==> config.mk <==
export PLATFORM = sky130hd
export DESIGN_NAME = pipeline_hazard_ctrl
export DESIGN_NICKNAME = d
export VERILOG_FILES = /design/src/rtl/pipe_ctrl_pkg.sv /design/src/rtl/hazard_fwd_unit.sv /design/src/rtl/pipeline_hazard_ctrl.sv
export SDC_FILE = /design/constraint.sdc
export NUM_CORES = 1
export LEC_CHECK = 0
export BUFFER_PORTS_ARGS = -buffer_cell sky130_fd_sc_hd__clkbuf_2
export CAP_MARGIN = 20
export CORE_UTILIZATION = 35
export DETAILED_ROUTE_END_ITERATION = 10
export PLACE_DENSITY = 0.58
export SYNTH_ARGS = -nofsm -noshare
export SYNTH_HDL_FRONTEND = slang
export SYNTH_HIERARCHICAL = 1
export SYNTH_SLANG_ARGS = --single-unit
export TNS_END_PERCENT = 1
==> constraint.sdc <==
create_clock -name clk -period 2.8 [get_ports clk]
set_clock_uncertainty 0.2 [all_clocks]
set_input_delay 0.28 -clock clk [delete_from_list [all_inputs] [get_ports clk]]
set_output_delay 0.28 -clock clk [all_outputs]
set_load 0.1 [all_outputs]
==> src/rtl/pipe_ctrl_pkg.sv <==
// Shared types and constants for the pipeline hazard controller.
// Holds the controller state encoding, the forwarding select codes and the zero-register helper.
package pipe_ctrl_pkg;

    typedef enum logic [1:0] {
        RUN      = 2'd0,
        MEM_WAIT = 2'd1,
        ABORT    = 2'd2
    } ctrl_state_e;

    localparam logic [1:0] FWD_RF  = 2'b00;
    localparam logic [1:0] FWD_EX  = 2'b01;
    localparam logic [1:0] FWD_MEM = 2'b10;

    localparam logic [4:0] REG_ZERO = 5'd0;

    // Register 0 is hard-wired, so a match against it is never a dependency.
    function automatic logic reg_match(input logic [4:0] dest, input logic [4:0] src);
        return (dest != REG_ZERO) && (dest == src);
    endfunction

endpackage

==> src/rtl/hazard_fwd_unit.sv <==
// Combinational register comparators: load-use detection and per-operand forwarding selects.
// Operand 0 is id_rs (fwd_a), operand 1 is id_rt (fwd_b).
module hazard_fwd_unit
    import pipe_ctrl_pkg::*;
(
    input  logic       id_valid,
    input  logic [4:0] id_rs,
    input  logic [4:0] id_rt,
    input  logic [4:0] ex_reg_address,
    input  logic       ex_write_reg,
    input  logic       ex_load,
    input  logic [4:0] mem_reg_address,
    input  logic       mem_write_reg,
    output logic       load_use,
    output logic [1:0] fwd_a,
    output logic [1:0] fwd_b
);

    logic [4:0] src [2];
    logic [1:0] sel [2];
    logic [1:0] ex_hit;

    assign src[0] = id_rs;
    assign src[1] = id_rt;

    generate
        for (genvar gi = 0; gi < 2; gi++) begin : g_operand
            logic ex_match;
            logic mem_match;

            assign ex_match  = reg_match(ex_reg_address, src[gi]);
            assign mem_match = reg_match(mem_reg_address, src[gi]);
            assign ex_hit[gi] = ex_match;

            // A load in EX has no result yet; that case is a stall, not a forward.
            assign sel[gi] = (ex_write_reg && !ex_load && ex_match) ? FWD_EX  :
                             (mem_write_reg && mem_match)           ? FWD_MEM :
                                                                      FWD_RF;
        end
    endgenerate

    assign load_use = ex_load && ex_write_reg && id_valid && (|ex_hit);
    assign fwd_a    = sel[0];
    assign fwd_b    = sel[1];

endmodule

==> src/rtl/pipeline_hazard_ctrl.sv <==
// Stall/flush/forwarding controller for the five-stage pipeline, with memory-wait freeze
// and timeout abort. Controls are Mealy-decoded; state, counters and the error flag are registered.
module pipeline_hazard_ctrl
    import pipe_ctrl_pkg::*;
#(
    parameter int MEM_TIMEOUT = 16,
    parameter int CNT_W       = 32
) (
    input  logic             clk,
    input  logic             reset,
    input  logic             id_valid,
    input  logic [4:0]       id_rs,
    input  logic [4:0]       id_rt,
    input  logic [4:0]       ex_reg_address,
    input  logic             ex_write_reg,
    input  logic             ex_load,
    input  logic             ex_jump,
    input  logic [4:0]       mem_reg_address,
    input  logic             mem_write_reg,
    input  logic             mem_req,
    input  logic             mem_ready,
    output logic             pc_en,
    output logic             if_id_en,
    output logic             id_ex_en,
    output logic             ex_mem_en,
    output logic             id_ex_bubble,
    output logic             if_id_flush,
    output logic [1:0]       fwd_a,
    output logic [1:0]       fwd_b,
    output logic             mem_abort,
    output logic             mem_error,
    output logic [CNT_W-1:0] stall_cycles
);

    localparam logic [7:0]       TIMEOUT_CNT = 8'(MEM_TIMEOUT);
    localparam logic [CNT_W-1:0] CNT_MAX     = '1;

    ctrl_state_e      state_q, state_d;
    logic [7:0]       wait_cnt_q, wait_cnt_d;
    logic             mem_error_q, mem_error_d;
    logic [CNT_W-1:0] stall_q, stall_d;

    logic       load_use;
    logic [1:0] fwd_a_c, fwd_b_c;

    logic pc_en_c, if_id_en_c, id_ex_en_c, ex_mem_en_c;
    logic bubble_c, flush_c, abort_c;

    hazard_fwd_unit u_hazard_fwd (
        .id_valid        (id_valid),
        .id_rs           (id_rs),
        .id_rt           (id_rt),
        .ex_reg_address  (ex_reg_address),
        .ex_write_reg    (ex_write_reg),
        .ex_load         (ex_load),
        .mem_reg_address (mem_reg_address),
        .mem_write_reg   (mem_write_reg),
        .load_use        (load_use),
        .fwd_a           (fwd_a_c),
        .fwd_b           (fwd_b_c)
    );

    always_comb begin
        state_d     = state_q;
        wait_cnt_d  = wait_cnt_q;
        mem_error_d = mem_error_q;
        pc_en_c     = 1'b1;
        if_id_en_c  = 1'b1;
        id_ex_en_c  = 1'b1;
        ex_mem_en_c = 1'b1;
        bubble_c    = 1'b0;
        flush_c     = 1'b0;
        abort_c     = 1'b0;

        case (state_q)
            RUN: begin
                if (mem_req && !mem_ready) begin
                    pc_en_c     = 1'b0;
                    if_id_en_c  = 1'b0;
                    id_ex_en_c  = 1'b0;
                    ex_mem_en_c = 1'b0;
                    state_d     = MEM_WAIT;
                    wait_cnt_d  = 8'd1;
                end else if (ex_jump) begin
                    flush_c  = 1'b1;
                    bubble_c = 1'b1;
                end else if (load_use) begin
                    pc_en_c    = 1'b0;
                    if_id_en_c = 1'b0;
                    bubble_c   = 1'b1;
                end
            end
            MEM_WAIT: begin
                if (mem_ready) begin
                    state_d    = RUN;
                    wait_cnt_d = 8'd0;
                end else begin
                    pc_en_c     = 1'b0;
                    if_id_en_c  = 1'b0;
                    id_ex_en_c  = 1'b0;
                    ex_mem_en_c = 1'b0;
                    wait_cnt_d  = wait_cnt_q + 8'd1;
                    // wait_cnt counts stalled cycles including this one.
                    if (wait_cnt_d == TIMEOUT_CNT) begin
                        state_d    = ABORT;
                        wait_cnt_d = 8'd0;
                    end
                end
            end
            ABORT: begin
                abort_c     = 1'b1;
                bubble_c    = 1'b1;
                mem_error_d = 1'b1;
                state_d     = RUN;
                wait_cnt_d  = 8'd0;
            end
            default: begin
                state_d    = RUN;
                wait_cnt_d = 8'd0;
            end
        endcase

        stall_d = stall_q;
        if (!pc_en_c && (stall_q != CNT_MAX)) begin
            stall_d = stall_q + CNT_W'(1);
        end
    end

    always_ff @(posedge clk or posedge reset) begin
        if (reset) begin
            state_q     <= RUN;
            wait_cnt_q  <= 8'd0;
            mem_error_q <= 1'b0;
            stall_q     <= '0;
        end else begin
            state_q     <= state_d;
            wait_cnt_q  <= wait_cnt_d;
            mem_error_q <= mem_error_d;
            stall_q     <= stall_d;
        end
    end

    // Every output is forced low while reset is held, independent of the inputs.
    assign pc_en        = !reset && pc_en_c;
    assign if_id_en     = !reset && if_id_en_c;
    assign id_ex_en     = !reset && id_ex_en_c;
    assign ex_mem_en    = !reset && ex_mem_en_c;
    assign id_ex_bubble = !reset && bubble_c;
    assign if_id_flush  = !reset && flush_c;
    assign mem_abort    = !reset && abort_c;
    assign mem_error    = !reset && mem_error_q;
    assign fwd_a        = reset ? FWD_RF : fwd_a_c;
    assign fwd_b        = reset ? FWD_RF : fwd_b_c;
    assign stall_cycles = reset ? '0 : stall_q;

endmodule

==> results.sh, run 1 <==
export IMPL_outcome="finished, final reports clean"
export IMPL_synthTopCellsByCount="dfrtp_1, nor2b_1, xor2_1"
export IMPL_synth_top_flop_cell="dfrtp_1"
export IMPL_fin_nets=422
export IMPL_crit_family="simple AND/OR/NAND/NOR gates"
export IMPL_drc=0
export IMPL_rsz0062_at_grt="false"
export IMPL_fin_util=0.483
export IMPL_synth_nets=329
export IMPL_synth_compound_area_frac=0.0810
export IMPL_switchingPower_uw=650
export IMPL_fin_crit_sh=0.948
export IMPL_grt_total_usage=0.173
export IMPL_core_area_um2=7410
export IMPL_gp_congestion=0.819
export IMPL_cts_clk_slew_worst_paths_ps=80
export IMPL_worstHoldStart="mem_ready"
export IMPL_p_total_mw=1.76
export IMPL_vias_per_cell=4.99
export IMPL_cts_tree="done"
export IMPL_crit_slowest_cell="or3b_4"
export IMPL_synth_edf_count=0
export IMPL_crit_start="ex_reg_address[3]"
export IMPL_crit_path_cell_trace="clkbuf_2 > xnor2_1 > nand3_1 > or3_1 > a21oi_2 > or3b_4 > a21oi_4 > buf_4 > nor2_4 > buf_12"
export IMPL_r2r_start="stall_q[20]"
export IMPL_regArea_um2=1080
export IMPL_antenna_cells=0
export IMPL_synth_ff_latch_count=43
export IMPL_start_util=0.371
export IMPL_drv_cap=0
export IMPL_fp_dieH_um=90.6
export IMPL_final_area_um2=3580
export IMPL_vias=2452
export IMPL_min_path_type="in2reg"
export IMPL_synth_area_leader_cell="dfrtp_1"
export IMPL_p_sw_frac=0.370
export IMPL_worstSetupStartpointType="primary input"
export IMPL_p_int_mw=1.11
export IMPL_layout_drive_gt1_share=0.298
export IMPL_finalMaxSlewViolations=0
export IMPL_drt_initial_drc_count=86
export IMPL_synth_cell_type_count=46
export IMPL_io_pins=73
export IMPL_synth_async_sr_flop_share=1.00
export IMPL_yosys_top_cells_area="dfrtp_1, xor2_1, nor2b_1, xnor2_1, nand3_1"
export IMPL_hold_viol=0
export IMPL_grt_max_degree=44
export IMPL_overflow=0
export IMPL_sequentialPowerShare=0.417
export IMPL_synth_top_area_share=0.391
export IMPL_cp_buffers_inverters=3
export IMPL_antenna_found_initial=0
export IMPL_pwr_share_clk=0.291
export IMPL_cp_required_ps=2320
export IMPL_clkLatencyLatePin_ps=300
export IMPL_vdd_drop_max_v=0.000254
export IMPL_dpl_cell_area_um2=3440
export IMPL_nFillCells=716
export IMPL_avgRoutedWirePerCell_um=13.6
export IMPL_synth_xor_area_share=0.169
export IMPL_setup_violations=0
export IMPL_drt_wl_total_mm=6.68
export IMPL_p_per_area_nw_per_um2=491
export IMPL_syn_avg_cell_area_um2=9.23
export IMPL_die_area_um2=8220
export IMPL_first_global_vias=2379
export IMPL_ys_seq_area_frac=0.391
export IMPL_synth_top_family_by_area="simple AND/OR/NAND/NOR gates"
export IMPL_clock_path_buffers=2
export IMPL_yosysWarnings=6
export IMPL_cp_end_kind="output port"
export IMPL_multi_input_area_um2=1610
export IMPL_grt_pass1_wl_mm=11.5
export IMPL_cts_buffers=5
export IMPL_syn_inst=298
export IMPL_max_stage_delay_ps=420
export IMPL_fin_crit_ps=2650
export IMPL_cts_root_buf="clkbuf_8"
export IMPL_num_rows=31
export IMPL_portBuffers=72
export IMPL_combPwrFrac=0.292
export IMPL_dpl_hpwl_mm=5.13
export IMPL_tightest_slew_ps=571
export IMPL_path_class="in2out"
export IMPL_synth_area_um2=2750
export IMPL_synth_mux_area_frac=0.00364
export IMPL_synthToLayoutAreaGrowth_pct=30.0
export IMPL_synth_fa_ha_area_frac=0.00910
export IMPL_critPathArrivalTime_ps=2170
export IMPL_synthSimpleGateAreaFrac=0.314
export IMPL_worstPathMaxFanout=3
export IMPL_ant_nets=0
export IMPL_dr_pass1_iters=4
export IMPL_setup_tns_ps=0
export IMPL_cts_sinks=43
export IMPL_yosysMostFrequentCell="dfrtp_1"
export IMPL_fmax_ghz=0.377
export IMPL_relSlewSlack=0.621
export IMPL_p_leak_nw=1.70
export IMPL_die_x_um=90.6
export IMPL_whs_ps=144
export IMPL_h_tree_depth=2
-- cell type report --
class / instances / area share
Clock buffer: 6 / 0.0231
Clock inverter: 2 / 0.00980
Inverter: 8 / 0.00840
Multi-Input combinational cell: 238 / 0.449
Sequential cell: 43 / 0.301
Tap cell: 99 / 0.0346
Timing Repair Buffer: 95 / 0.174
-- what timing repair did --
item | in CTS | in global routing
gates resized for setup | 0 | 2
setup buffers | 1 | 0
hold buffers | 0 | 0
endpoints found under the setup margin | 2 | 15
pin swaps | 1 | 0
hold endpoints to repair | 0 | 0
-- worst paths after layout --
| check | end | slack [ps] | cells after the start |
|---|---|---|---|
| worst max-delay path | if_id_en | 150 | 10 |
| worst min-delay path | wait_cnt_q[3] | 140 | 4 |
| worst max register to register | stall_q[9] | 450 | 6 |
| worst min register to register | mem_error_q | 260 | 1 |
| max in group asynchronous | stall_q[2] | 1710 | 3 |
| min in group asynchronous | state_q[1] | 300 | 3 |
-- power groups by stage --
stage	Combinational, mW	Clock [mW]	Sequential, mW
3_3_place_gp	0.509	0	0.743
5_1_grt	0.552	0.547	0.745
6_report	0.513	0.511	0.733
2_1_floorplan	0.389	0	0.729
4_1_cts	0.517	0.522	0.734
3_5_place_dp	0.514	0	0.745
-- stage by stage --
stage | setup slack (ps) | std cells
floorplan | -316 | 298
global placement | -166 | 482
detailed placement | -217 | 482
CTS | 21.9 | 491
global route | 56.2 | 491
finish | 147 | 491
-- flip-flops by register name (all words and copies together) (netlist names) --
name	count
mem_error_q	1
stall_q	32
state_q	2
wait_cnt_q	8
-- tightest hold or removal path, cell delays in order --
cell	delay (ps)
clkbuf_2	120
nor2_1	70
nand3_1	70
o21ai_0	60
-- logic make-up after synthesis --
group,Yosys count
AND/OR/NAND/NOR,153
XOR/XNOR,53
flip-flops,43
AO/OA/AOI/OAI,29
buffers and inverters,17
adder cells (fa/ha/maj),2
multiplexers,1
-- metal layers --
metal | vias up | global-route usage | part of all wire
li1 | 1215 | - | -
met1 | 1177 | 0.220 | 0.47
met2 | 49 | 0.292 | 0.48
met3 | 11 | 0.0345 | 0.039
met4 | 0 | 0.0551 | 0.019
met5 | - | 0 | 0
-- placed cells by master, fill, tap and decap left out, types with 8 or more instances in the layout --
| cell | count |
|---|---|
| and3_1 | 9 |
| buf_4 | 23 |
| clkbuf_2 | 66 |
| dfrtp_1 | 43 |
| inv_1 | 8 |
| nand2_1 | 17 |
| nand3_1 | 26 |
| nor2_1 | 23 |
| nor2b_1 | 36 |
| nor3_1 | 9 |
| o21ai_0 | 8 |
| xnor2_1 | 24 |
| xor2_1 | 29 |
Power figures use the tool's default switching activity.
==> run 2: changes to the inputs <==
--- a/config.mk
+++ b/config.mk
@@ -5,7 +5,7 @@
 export SDC_FILE = /design/constraint.sdc
 export NUM_CORES = 1
 export LEC_CHECK = 0
-export BUFFER_PORTS_ARGS = -buffer_cell sky130_fd_sc_hd__clkbuf_2
+export BUFFER_PORTS_ARGS = -buffer_cell sky130_fd_sc_hd__buf_2
 export CAP_MARGIN = 20
 export CORE_UTILIZATION = 35
 export DETAILED_ROUTE_END_ITERATION = 10
==> results.sh, run 2 (synthesis gave the netlist of run 1 again) <==
export IMPL_outcome="finished, final reports clean"
export IMPL_worstSetupStartpointType="primary input"
export IMPL_relSlewSlack=0.478
export IMPL_drt_initial_drc_count=80
export IMPL_cts_root_buf="clkbuf_8"
export IMPL_fin_crit_sh=0.995
export IMPL_io_pins=73
export IMPL_largest_reg_flops=32
export IMPL_regArea_um2=1080
export IMPL_final_common_cell="buf_2"
export IMPL_finalMaxSlewViolations=0
export IMPL_vias_per_cell=5.01
export IMPL_antenna_found_initial=0
export IMPL_grt_max_degree=44
export IMPL_core_area_um2=7410
export IMPL_multi_input_area_um2=1620
export IMPL_ant_nets=0
export IMPL_first_global_vias=2458
export IMPL_p_leak_nw=1.72
export IMPL_min_path_type="in2reg"
export IMPL_p_per_area_nw_per_um2=505
export IMPL_cp_required_ps=2320
export IMPL_rsz0062_at_grt="true"
export IMPL_worstPathMaxFanout=3
export IMPL_timing_final_ws_setup_ps=14.4
export IMPL_hold_viol=0
export IMPL_critPathArrivalTime_ps=2310
export IMPL_clock_path_buffers=2
export IMPL_overflow=0
export IMPL_nFillCells=720
export IMPL_synthToLayoutAreaGrowth_pct=30.2
export IMPL_die_x_um=90.6
export IMPL_vias=2453
export IMPL_fin_nets=421
export IMPL_cts_sinks=43
export IMPL_cts_clk_slew_worst_paths_ps=80
export IMPL_antenna_cells=0
export IMPL_fin_util=0.483
export IMPL_tightest_slew_ps=784
export IMPL_grt_pass1_wl_mm=11.2
export IMPL_drv_cap=0
export IMPL_fin_crit_ps=2790
export IMPL_cts_tree="done"
export IMPL_die_area_um2=8220
export IMPL_largest_register="stall_q"
export IMPL_cts_buffers=5
export IMPL_dpl_hpwl_mm=4.97
export IMPL_cp_end_kind="output port"
export IMPL_start_util=0.371
export IMPL_portBuffers=72
export IMPL_clkLatencyLatePin_ps=300
export IMPL_dr_pass1_iters=4
export IMPL_layout_drive_gt1_share=0.302
export IMPL_path_class="in2out"
export IMPL_dp_slack_ps=-291
export IMPL_p_total_mw=1.81
export IMPL_layout_common_cells="buf_2, dfrtp_1, nor2b_1, xor2_1, nand3_1"
export IMPL_num_rows=31
export IMPL_fmax_ghz=0.359
export IMPL_hold_buffers=0
export IMPL_drc=0
export IMPL_reg_largest_list="stall_q: 32 flops, wait_cnt_q: 8 flops, state_q: 2 flops"
export IMPL_h_tree_depth=2
export IMPL_grt_total_usage=0.169
export IMPL_fp_dieH_um=90.6
export IMPL_vdd_drop_max_v=0.000283
export IMPL_setup_violations=0
export IMPL_drt_wl_total_mm=6.49
export IMPL_gp_congestion=0.870
export IMPL_avgRoutedWirePerCell_um=13.3
==> run 2: cell types whose count changed in the layout (fill, tap and decap cells not counted), sizes merged <==
cell / delta
buf: +65
clkbuf: -66
bufinv: +1
clkinv: -1
==> run 2: cell type report <==
class | count | area share
multi-input combinational | 238 | 0.452
sequential | 43 | 0.300
timing repair buffer | 94 | 0.167
tap | 99 | 0.0346
clock buffer | 6 | 0.0203
clock inverter | 2 | 0.0168
inverter | 8 | 0.00839
==> run 2: power by group <==
group	switching [mW]	internal [mW]
combinational	0.359	0.146
clock	0.213	0.356
sequential	0.0653	0.668
==> run 2: metal layers <==
metal | up-vias | routed length [µm] | global-route usage
li1 | 1212 | - | -
met1 | 1179 | 3000 | 0.212
met2 | 51 | 3130 | 0.287
met3 | 11 | 243 | 0.0379
met4 | 0 | 126 | 0.0524
met5 | - | 0 | 0
==> run 2: repair_timing <==
item                       4_1_cts  5_1_grt
setup buffers                    1        0
pin swaps                        1        0
setup endpoints to repair        2        6
resized for setup                3        5
==> run 2: worst max-delay path: stages <==
cell and delay [ps]:
buf_2 120, xnor2_1 170, nand3_1 120, or3_1 350, a21oi_2 190, or3b_2 510
a21oi_4 150, buf_4 140, nor2_4 40, buf_6 210
==> run 2: path summary, 6_finish.rpt <==
path	endpoint	depth (start not counted)	slack, ps	startpoint
worst min-delay path	wait_cnt_q[3]	4	150	mem_ready
worst max-delay path	if_id_en	10	10	ex_reg_address[4]
worst max register to register	stall_q[3]	6	430	stall_q[20]
min in group asynchronous	stall_q[29]	3	320	reset
worst min register to register	mem_error_q	1	260	mem_error_q
max in group asynchronous	stall_q[17]	3	1700	reset
==> run 2: through the flow <==
step                      hold slack, ps  area, µm²  setup TNS, ps  std cells
after detailed placement             240       3410          -5400        481
final                                151       3580              0        490
after global routing                 182       3580           -143        490
after CTS                            146       3560          -16.7        490
after floorplan                      220       2760          -1350        298
after global placement               233       3410          -2680        481
==> run 3: changes to the inputs <==
--- a/config.mk
+++ b/config.mk
@@ -8,10 +8,10 @@
 export BUFFER_PORTS_ARGS = -buffer_cell sky130_fd_sc_hd__buf_2
 export CAP_MARGIN = 20
 export CORE_UTILIZATION = 35
+export CTS_CLUSTER_DIAMETER = 50
 export DETAILED_ROUTE_END_ITERATION = 10
 export PLACE_DENSITY = 0.58
 export SYNTH_ARGS = -nofsm -noshare
 export SYNTH_HDL_FRONTEND = slang
-export SYNTH_HIERARCHICAL = 1
 export SYNTH_SLANG_ARGS = --single-unit
 export TNS_END_PERCENT = 1
==> results.sh, run 3 <==
export IMPL_outcome="complete, but fails checks"
export IMPL_violations="negative hold slack"
export IMPL_num_rows=31
export IMPL_post_cts_resized=0
export IMPL_final_area_um2=3360
export IMPL_yosys_top_cells_area="dfrtp_1, xor2_1, nor2b_1, xnor2_1, nand3_1"
export IMPL_r2r_end="stall_q[1]"
export IMPL_synth_area_leader_cell="dfrtp_1"
export IMPL_synth_nets=325
export IMPL_min_path_type="in2async"
export IMPL_grt_max_degree=47
export IMPL_synth_async_sr_flop_share=1.00
export IMPL_place_inst=463
export IMPL_vdd_drop_max_v=0.000544
export IMPL_avgRoutedWirePerCell_um=13.3
export IMPL_drv_cap=0
export IMPL_final_common_cell="buf_2"
export IMPL_hold_buffers=0
export IMPL_gp_congestion=0.881
export IMPL_cp_end_kind="output port"
export IMPL_fmax_ghz=0.384
export IMPL_dr_pass1_iters=5
export IMPL_synth_edf_count=0
export IMPL_synth_top_area_share=0.393
export IMPL_die_x_um=90.5
export IMPL_first_global_vias=2269
export IMPL_syn_inst=294
export IMPL_hold_viol=7
export IMPL_crit_slowest_cell="nor3_1"
export IMPL_r2r_start="stall_q[3]"
export IMPL_antenna_found_initial=0
export IMPL_fp_dieH_um=90.5
export IMPL_antenna_cells=0
export IMPL_synth_area_um2=2740
export IMPL_fin_util=0.454
export IMPL_synthTopCellsByCount="dfrtp_1, xor2_1, nor2b_1"
export IMPL_synth_cell_type_count=41
export IMPL_ant_nets=0
export IMPL_grt_pass1_wl_mm=10.6
export IMPL_cp_buffers_inverters=2
export IMPL_critPathArrivalTime_ps=2120
export IMPL_drt_wl_total_mm=6.25
export IMPL_crit_path_cell_trace="buf_2 > xnor2_1 > nand3_1 > nor3_1 > nor2_1 > nor3_1 > o21ai_0 > a211oi_2 > buf_12"
export IMPL_layout_common_cells="buf_2, dfrtp_1, xor2_1, nor2b_1, nor2_1"
export IMPL_setup_violations=0
export IMPL_worstPathMaxFanout=4
export IMPL_path_class="in2out"
export IMPL_syn_avg_cell_area_um2=9.32
export IMPL_cts_buffers=5
export IMPL_nFillCells=742
export IMPL_synthToLayoutAreaGrowth_pct=22.7
export IMPL_drt_initial_drc_count=89
export IMPL_fin_crit_sh=0.929
export IMPL_max_stage_delay_ps=440
export IMPL_cts_clk_slew_worst_paths_ps=80
export IMPL_io_pins=73
export IMPL_cp_required_ps=2320
export IMPL_clock_path_buffers=2
export IMPL_final_cells=470
export IMPL_p_total_mw=1.96
export IMPL_crit_family="simple AND/OR/NAND/NOR gates"
export IMPL_fin_crit_ps=2600
export IMPL_yosysMostFrequentCell="dfrtp_1"
export IMPL_ys_seq_area_frac=0.393
export IMPL_fin_nets=402
export IMPL_h_tree_depth=2
export IMPL_path_common_cell="nor3_1"
export IMPL_whs_ps=-12.2
export IMPL_reg_largest_list="stall_q: 32 flops, wait_cnt_q: 8 flops, state_q: 2 flops"
export IMPL_die_area_um2=8190
export IMPL_timing_final_ws_setup_ps=199
export IMPL_cts_root_buf="clkbuf_8"
export IMPL_cts_tree="done"
export IMPL_layout_drive_gt1_share=0.288
export IMPL_p_leak_nw=1.59
export IMPL_grt_total_usage=0.158
export IMPL_clkLatencyLatePin_ps=290
export IMPL_vias=2353
export IMPL_synth_ff_latch_count=43
export IMPL_p_per_area_nw_per_um2=584
export IMPL_synth_top_flop_cell="dfrtp_1"
export IMPL_overflow=0
export IMPL_finalMaxSlewViolations=0
export IMPL_cts_sinks=43
export IMPL_rsz0062_at_grt="false"
export IMPL_vias_per_cell=5.01
export IMPL_worstSetupStartpointType="primary input"
export IMPL_dpl_hpwl_mm=4.55
export IMPL_core_area_um2=7410
export IMPL_drc=0
export IMPL_start_util=0.370
export IMPL_portBuffers=72
export IMPL_relSlewSlack=0.477
export IMPL_post_cts_setup_buffers=0
export IMPL_dpl_cell_area_um2=3260
export IMPL_setup_tns_ps=0
export IMPL_worst_r2r_path_depth=6
export IMPL_yosysWarnings=0
export IMPL_tightest_slew_ps=783
export IMPL_r2r_slack_ps=330
export IMPL_largest_register="stall_q"
export IMPL_dp_slack_ps=105
export IMPL_largest_reg_flops=32
-- run 3: changes by cell type after synthesis, sizes merged, moves of 4 or more --
cell,before,now
nand2,17,11
nand4,9,5
nor2,24,30
nor2b,36,32
nor3,9,18
nor4,7,12
xnor2,24,16
xor2,29,36
-- run 3: metal layers --
layer | vias to the layer above | part of all wire | track usage
met5 | - | 0 | 0
met4 | 0 | 0.0091 | 0.0497
met3 | 4 | 0.056 | 0.0362
met2 | 76 | 0.45 | 0.260
met1 | 1114 | 0.49 | 0.206
li1 | 1159 | - | -
-- run 3: worst reg2reg max path: stages (launching register included) --
cell and delay, ps:
dfrtp_1 440, and3_1 260, nand3_2 240, nor4_2 300
buf_4 180, o2bb2ai_4 370, mux2_1 390
-- run 3: kinds of logic (layout without fill, tap and decap cells) --
| logic type | count (synthesis) | in the layout | share of synthesized area |
|---|---|---|---|
| simple gates | 149 | 149 | 0.317 |
| xor+xnor | 52 | 52 | 0.166 |
| flops | 43 | 43 | 0.393 |
| compound gates | 28 | 28 | 0.0739 |
| buf+inv | 19 | 96 | 0.0370 |
| fa+ha+maj | 2 | 2 | 0.00913 |
| mux | 1 | 1 | 0.00411 |
-- run 3: worst max path at each step --
stage,end,depth (start not counted),from
finish,id_ex_bubble,9,ex_reg_address[2]
global route,id_ex_bubble,9,ex_reg_address[2]
CTS,id_ex_bubble,9,ex_reg_address[2]
detailed placement,stall_q[1],7,ex_reg_address[0]
global placement,stall_q[1],7,ex_reg_address[0]
floorplan,fwd_a[1],5,reset
-- run 3: report_power, final --
group          switching (mW)  internal (mW)  total [mW]
combinational           0.530          0.173       0.703
sequential              0.105          0.694       0.799
clock                   0.202          0.262       0.463
-- run 3: final cells by class --
| cell class | instances | area [µm²] | share of cell area |
|---|---|---|---|
| multi-input combinational | 232 | 1590 | 0.473 |
| sequential | 43 | 1080 | 0.320 |
| timing repair buffer | 80 | 435 | 0.129 |
| tap | 99 | 124 | 0.0368 |
| clock buffer | 6 | 72.6 | 0.0216 |
| inverter | 9 | 33.8 | 0.0100 |
| clock inverter | 1 | 30.0 | 0.00893 |
